==> src/rtl/uart_pkg.sv <==
`timescale 1ns / 1ps
// uart_pkg
// Definitions shared by the UART receive and transmit paths.
//   uart_state_e         : receiver state encoding (3 bits)
//   DATA_BITS            : data bits per frame (8N1 framing)
//   DEFAULT_CLKS_PER_BIT : system clocks per bit period at the board baud rate
package uart_pkg;

  localparam int DATA_BITS            = 8;
  localparam int DEFAULT_CLKS_PER_BIT = 2080;

  typedef enum logic [2:0] {
    ST_IDLE  = 3'd0,
    ST_START = 3'd1,
    ST_DATA  = 3'd2,
    ST_STOP  = 3'd3,
    ST_BREAK = 3'd4
  } uart_state_e;

endpackage : uart_pkg

==> src/rtl/sync_2ff.sv <==
`timescale 1ns / 1ps
// sync_2ff
// Two-flop synchronizer for asynchronous inputs. Both flops load RESET_VAL
// on reset, so the synchronized output shows the input's inactive level
// until real samples have propagated through.
//   clk_i   : destination clock
//   rst_ni  : asynchronous active-low reset
//   d_i     : asynchronous input
//   q_o     : synchronized output, two clk_i cycles behind d_i
module sync_2ff #(
  parameter int               WIDTH     = 1,
  parameter logic [WIDTH-1:0] RESET_VAL = '0
) (
  input  logic             clk_i,
  input  logic             rst_ni,
  input  logic [WIDTH-1:0] d_i,
  output logic [WIDTH-1:0] q_o
);

  logic [WIDTH-1:0] meta_q;
  logic [WIDTH-1:0] sync_q;

  // NOTE: clocked state uses non-blocking assignments, so sync_q takes the old
  // meta_q and the chain really is two flops deep.
  always_ff @(posedge clk_i or negedge rst_ni) begin
    if (!rst_ni) begin
      meta_q <= RESET_VAL;
      sync_q <= RESET_VAL;
    end else begin
      meta_q <= d_i;
      sync_q <= meta_q;
    end
  end

  assign q_o = sync_q;

endmodule : sync_2ff

==> src/rtl/uart_rx.sv <==
`timescale 1ns / 1ps
// uart_rx
// 8N1 asynchronous serial receiver, LSB first, idle-high line. The raw line
// is synchronized and then sampled at the middle of each bit by a bit-period
// counter running on the system clock.
//   clock       : system clock
//   reset_n     : asynchronous active-low reset
//   rxd         : raw serial line, asynchronous to clock
//   data        : last correctly framed byte; holds until the next good byte
//   data_valid  : one-cycle strobe, data is new this cycle
//   frame_error : one-cycle strobe, stop bit sampled low
//   busy        : high whenever the receiver is not idle
// CLKS_PER_BIT must be even and >= 8; CNT_W must satisfy 2**CNT_W > CLKS_PER_BIT.
module uart_rx
  import uart_pkg::*;
#(
  parameter int CLKS_PER_BIT = DEFAULT_CLKS_PER_BIT,
  parameter int CNT_W        = 12
) (
  input  logic                 clock,
  input  logic                 reset_n,
  input  logic                 rxd,
  output logic [DATA_BITS-1:0] data,
  output logic                 data_valid,
  output logic                 frame_error,
  output logic                 busy
);

  localparam int               IDX_W    = $clog2(DATA_BITS);
  localparam logic [CNT_W-1:0] HALF_M1  = CNT_W'(CLKS_PER_BIT / 2 - 1);
  localparam logic [CNT_W-1:0] FULL_M1  = CNT_W'(CLKS_PER_BIT - 1);
  localparam logic [IDX_W-1:0] LAST_IDX = IDX_W'(DATA_BITS - 1);

  logic rxd_s;

  // Line idles high, so the synchronizer resets to 1 to avoid a fake start bit.
  sync_2ff #(
    .WIDTH    (1),
    .RESET_VAL(1'b1)
  ) u_sync_rxd (
    .clk_i (clock),
    .rst_ni(reset_n),
    .d_i   (rxd),
    .q_o   (rxd_s)
  );

  uart_state_e          state_q, state_d;
  logic [CNT_W-1:0]     cnt_q,   cnt_d;
  logic [IDX_W-1:0]     idx_q,   idx_d;
  logic [DATA_BITS-1:0] shift_q, shift_d;
  logic [DATA_BITS-1:0] data_q,  data_d;
  logic                 valid_q, valid_d;
  logic                 ferr_q,  ferr_d;
  logic                 busy_q,  busy_d;

  always_comb begin
    // NOTE: every _d gets a default before the case, so no path leaves one
    // unassigned and no latch is inferred.
    state_d = state_q;
    cnt_d   = cnt_q;
    idx_d   = idx_q;
    shift_d = shift_q;
    data_d  = data_q;
    valid_d = 1'b0;
    ferr_d  = 1'b0;

    unique case (state_q)
      ST_IDLE: begin
        if (!rxd_s) begin
          state_d = ST_START;
          cnt_d   = '0;
        end
      end

      // Re-check the line half a bit in: a high level means the falling edge
      // was a glitch, not a start bit.
      ST_START: begin
        if (cnt_q == HALF_M1) begin
          cnt_d   = '0;
          idx_d   = '0;
          state_d = rxd_s ? ST_IDLE : ST_DATA;
        end else begin
          cnt_d = cnt_q + 1'b1;
        end
      end

      // Counting from mid start bit, each full period lands on a bit centre.
      // Shifting in from the top leaves the first (LSB) bit at bit 0.
      ST_DATA: begin
        if (cnt_q == FULL_M1) begin
          cnt_d   = '0;
          shift_d = {rxd_s, shift_q[DATA_BITS-1:1]};
          if (idx_q == LAST_IDX) begin
            state_d = ST_STOP;
          end else begin
            idx_d = idx_q + 1'b1;
          end
        end else begin
          cnt_d = cnt_q + 1'b1;
        end
      end

      // Leaving at mid stop bit gives half a bit of margin to catch a start
      // bit that follows with no idle time.
      ST_STOP: begin
        if (cnt_q == FULL_M1) begin
          cnt_d = '0;
          if (rxd_s) begin
            data_d  = shift_q;
            valid_d = 1'b1;
            state_d = ST_IDLE;
          end else begin
            ferr_d  = 1'b1;
            state_d = ST_BREAK;
          end
        end else begin
          cnt_d = cnt_q + 1'b1;
        end
      end

      // A held-low line reports one frame error, then waits here for idle.
      ST_BREAK: begin
        if (rxd_s) begin
          state_d = ST_IDLE;
        end
      end

      default: state_d = ST_IDLE;
    endcase

    busy_d = (state_d != ST_IDLE);
  end

  always_ff @(posedge clock or negedge reset_n) begin
    if (!reset_n) begin
      state_q <= ST_IDLE;
      cnt_q   <= '0;
      idx_q   <= '0;
      shift_q <= '0;
      data_q  <= '0;
      valid_q <= 1'b0;
      ferr_q  <= 1'b0;
      busy_q  <= 1'b0;
    end else begin
      state_q <= state_d;
      cnt_q   <= cnt_d;
      idx_q   <= idx_d;
      shift_q <= shift_d;
      data_q  <= data_d;
      valid_q <= valid_d;
      ferr_q  <= ferr_d;
      busy_q  <= busy_d;
    end
  end

  assign data        = data_q;
  assign data_valid  = valid_q;
  assign frame_error = ferr_q;
  assign busy        = busy_q;

endmodule : uart_rx

==> config.mk <==
export PLATFORM = sky130hd
export DESIGN_NAME = uart_rx
export DESIGN_NICKNAME = d
export VERILOG_FILES = /design/src/rtl/uart_pkg.sv /design/src/rtl/sync_2ff.sv /design/src/rtl/uart_rx.sv
export SDC_FILE = /design/constraint.sdc
export NUM_CORES = 1
export LEC_CHECK = 0
export CORE_ASPECT_RATIO = 1.4
export CORE_UTILIZATION = 45
export DETAILED_ROUTE_END_ITERATION = 6
export GPL_TIMING_DRIVEN = 0
export PLACE_DENSITY = 0.67
export SYNTH_ARGS = -nofsm -noshare
export SYNTH_HDL_FRONTEND = slang
export SYNTH_SLANG_ARGS = --single-unit
==> constraint.sdc <==
create_clock -name clock -period 2.74 [get_ports clock]
set_input_delay 0.822 -clock clock [delete_from_list [all_inputs] [get_ports clock]]
set_output_delay 0.822 -clock clock [all_outputs]
set_load 0.05 [all_outputs]
# == Yosys cells after proc, flatten, opt, wreduce, memory -nomap -nowiden ==
# Index checks and enable logic that the tools add are counted.
# classes
addsub,2
eq_ne,11
n_mux,23
reduce_logical,9
# ops
cell,n
$mux 12,3
$pmux 12 s3,1
$mux 3,10
$pmux 3 s5,1
$add 12x1->12 const B,1
$eq 12x11->1 const B,1
$eq 12x12->1 const B,1
$ne 2x2->1 const B,4
$eq 3x2->1 const B,2
$eq 3x3->1 const B,2
$mux 1,6
$pmux 3 s2,1
$reduce_bool 3->1,2
$reduce_and 2->1,2
$reduce_and 4->1,1
$add 3x1->3 const B,1
$eq 3x1->1 const B,1
$logic_not 3->1,1
$reduce_and 3->1,1
$mux 2,1
$reduce_bool 2->1,1
$reduce_or 2->1,1
# totals
register_bits,39
in_bits,3
out_inout_bits,11
elab_cells,55

# == Logic depth before layout (Yosys ltp) ==
# logic_depth
ltp_word,5
ltp_mapped,8

# == Modules after synthesis ==
# A second synthesis with hierarchy kept.
# unflattened
cells_unflattened,157
area_unflattened_um2,1803.0
# modules_own_cells
module,instances,cells_per_inst,area_per_inst_um2
uart_rx,1,155,1750.4
sync_2ff,1,2,52.6

# == Worst setup path after synthesis ==
# No wires, ideal clock.
# synth_path
path_kind,reg2reg
startpoint,reg cnt_q[5]
endpoint,reg cnt_q[3]
setup_ps,126
t_arrival_ps,2060
required_ps,2614
setup_slack_ps,554
stages_incl_launch_ff,8
n_path_buf,2
period_less_slack_ps,2186
cell_sequence,dfrtp_1 buf_6 or3_1 or4_4 a22o_1 buf_6 and3_1 a221o_1
# synth_between
elab_chain_cells,3
word_cells_on_any_way,5
cone_classes,2 x eq/ne; 3 x mux
# synth_rtl
element,line_no,source
from (decl),uart_rx.sv:48,"logic [CNT_W-1:0] cnt_q, cnt_d;"
from (signal assigned),uart_rx.sv:146,cnt_q <= cnt_d;
$eq 12x12->1 / $eq 12x11->1 (equally long branches),"uart_rx.sv:90, uart_rx.sv:106, uart_rx.sv:78",
"$mux 12, on equally long branches","uart_rx.sv:90, uart_rx.sv:106, uart_rx.sv:78",
$pmux 12 s3 *,uart_rx.sv:67,unique case (state_q)
# Every way passes the cells marked *; elsewhere a longest branch is shown, timed or not.
# A chain may end at the register's enable or synchronous reset.

# == Worst setup path after layout ==
# layout_path
startpoint,reg cnt_q[0]
endpoint,reg data_q[7] (netlist: data[7])
# layout_between
elab_chain_cells,2
# layout_rtl
element,line_no,source
$eq 12x12->1,uart_rx.sv:106,if (cnt_q == FULL_M1) begin
$reduce_and 3->1 (no line),-,
to (signal assigned),uart_rx.sv:149,data_q <= data_d;
to (decl),uart_rx.sv:51,"logic [DATA_BITS-1:0] data_q, data_d;"
# No other way between the ends.

==> results.ini <==
[layout]
area_delta_synth_final_pct=17.5
diodes=0
nets=174
nFillCells=326
drive_gt1_frac=0.201

[clocking]
ctsHoldBuffers=0
clkLatencyLatePin_ps=280
cts_resized=0
clk_pin_slew_ps=70
cts_tree=built
clkSinkCount=39
htreeDepth=2
cts_max_path_buffers=2
cts_setup_buffers=0
cts_buffers=5
cts_root_buf=clkbuf_8

[power_and_ir_drop]
p_clk_frac=0.482
p_sw_frac=0.176
p_sw_uw=201
p_comb_frac=0.012
ir_drop_mv=0.358
p_leak_nw=1.03
powerDensity_mw_per_mm2=550
p_int_uw=944
seq_power_share=0.505

[floorplan]
fp.dieW_um=55.0
rows=26
die_area_mm2=0.00419
initial_core_util=0.477
io_pins=14
fp.dieH_um=76.2
fp.coreArea_mm2=0.00371

[synth]
async_flop_share=1.00
synth_area_mm2=0.00177
synth-seq-cells=39
syn-num-nets=154
avgSynthCellArea_um2=12.0
synth_seq_area_share=0.553
synth-edff-count=0
synth_warnings=0
ys.flop_type=dfrtp_1
synthDistinctLibCells=38
synth_cells=148

[sta]
min_period_ps=2490
worst_pin_slew_ps=827
rsz0062_at_grt=no
finalCritPeriodShare=0.908
setup_violations=0
final_max_slew_viol_count=0
clock_skew_ps=4.75
final_hold_viol_count=0
fin_setup_tns_ps=0
fmax_ghz=0.402
maxSlewHeadroom=0.448
holdWs_ps=352

[placement]
port_buffers=13
gp_congestion=0.913
dp_hpwl_um=2290

[route]
drt-pass1-iter-count=4
drt-total-wl_um=3220
top_layer=met4
wl_met1_um=1250
drc_errors=0
num_vias=1250
via_per_inst=5.92
wire_per_inst_um=15.3
wl_met3_um=123
wl_met2_um=1800
antenna_left=0
initialDrtViolationCount=27

[global_route]
antenna_found_initial=0
grt_pass1_wl_um=5490
grtUsageTotal=0.179
grt_max_degree=40
grt_pass1_vias=1222
grt_remaining_overflow=0

[worst_setup_path]
criticalPathCategory=register to register
timing.critical_path.required_ps=2910
cp-end-kind=register
critPathLaunchType=register
critical_path_arrival_ps=2660
cp-startpoint=cnt_q[0]
r2r_start=cnt_q[0]
critical_path_peak_fanout=9

[run]
cap_viol_max_count=0

[run_status]
status=finished clean

[worst_hold_path]
min_path_type=register to register
hp-start=u_sync_rxd.meta_q

==> per-layer routing <==
layer  vias up  global-route usage
met5         -                   0
met4         0              0.0700
met3         5              0.0359
met2        33               0.313
met1       619               0.198
li1        593                   -
==> through the flow <==
step                      setup slack, ps  utilization  total power, mW  area (um2)  cells
after global routing                 67.8        0.561             1.19        2080    211
after detailed placement              257        0.525            0.605        1950    203
after floorplan                       554            -            0.591        1770    148
final                                 251        0.561             1.14        2080    211
after CTS                             237        0.561             1.16        2080    211
after global placement              -3.58        0.527            0.605        1950    203
==> synthesized netlist by cell type (all sizes together), types with 3 or more instances <==
cell type,number,share of area
dfrtp,37,0.52
mux2,17,0.11
a21oi,8,0.023
a22o,7,0.035
and3,7,0.025
a31oi,6,0.021
nand3,6,0.017
buf,5,0.020
nand2,5,0.011
nor2,5,0.011
o21ai,4,0.011
ha,3,0.021
nor3,3,0.0085
nor4,3,0.011
or3,3,0.011
==> path summary, 6_finish.rpt <==
kind / end / slack [ps] / depth (start not counted)
worst max register to register: data[7] / 250 / 5
min in group asynchronous: data[4] / 630 / 1
max in group asynchronous: data_valid / 1590 / 1
worst min register to register: u_sync_rxd.q_o / 350 / 0
worst max-delay path: data[7] / 250 / 5
worst min-delay path: u_sync_rxd.q_o / 350 / 0
==> registers in the layout, summed over array words and instances (netlist names) <==
register           count
idx_q                  3
state_q                3
shift_q                8
cnt_q                 12
frame_error            1
data                   8
u_sync_rxd.meta_q      1
u_sync_rxd.q_o         1
busy                   1
data_valid             1
==> cell usage in the layout, fill, tap and decap left out, types with 2 or more instances in the layout <==
master	instances
nand3b_1	2
o21ai_0	4
a21oi_1	8
a22o_1	7
nor2b_1	2
mux2_2	17
o31ai_1	2
nor2_1	5
buf_2	3
nand2_1	5
nand2b_1	2
nand3_1	6
dfstp_2	2
dfrtp_1	37
a31oi_1	6
ha_1	3
xor2_1	2
buf_6	2
clkbuf_1	2
inv_1	2
nor4_1	3
nor3_1	3
clkbuf_8	5
and3_1	7
clkdlybuf4s50_1	12
nand4_1	2
bufinv_16	2
or3_1	3
==> logic make-up (layout without fill, tap and decap cells) <==
family	Yosys count	count (layout)	synth area share
adders and majority gates	3	3	0.0212
muxes	18	18	0.114
buffers and inverters	8	29	0.0269
DFF	39	39	0.553
xor gates and xnor gates	3	3	0.0148
AOI/OAI and AO/OA	32	32	0.122
and+or+nand+nor	45	45	0.149
==> layout make-up <==
cell class	instances	area, um2	area share
Buffer	6	40.0	0.0192
Clock buffer	6	72.6	0.0349
Clock inverter	2	60.1	0.0289
Inverter	2	7.51	0.00361
Multi-Input combinational cell	101	744	0.358
Sequential cell	39	978	0.470
Tap cell	42	52.6	0.0253
Timing Repair Buffer	13	125	0.0601
==> power groups by stage <==
stage | Sequential (mW) | Combinational [mW] | Clock [mW]
CTS | 0.578 | 0.0156 | 0.567
global placement | 0.589 | 0.0158 | 0
floorplan | 0.589 | 0.00151 | 0
global route | 0.578 | 0.0177 | 0.595
finish | 0.578 | 0.0142 | 0.552
detailed placement | 0.589 | 0.0156 | 0
==> worst max-delay path: stages, from the launching register on <==
cell,delay [ps]
dfrtp_1,410
ha_1,250
nand3_1,140
nor4_1,580
nand4_1,550
mux2_2,440
Note: power is estimated with default switching activity, not from simulation.
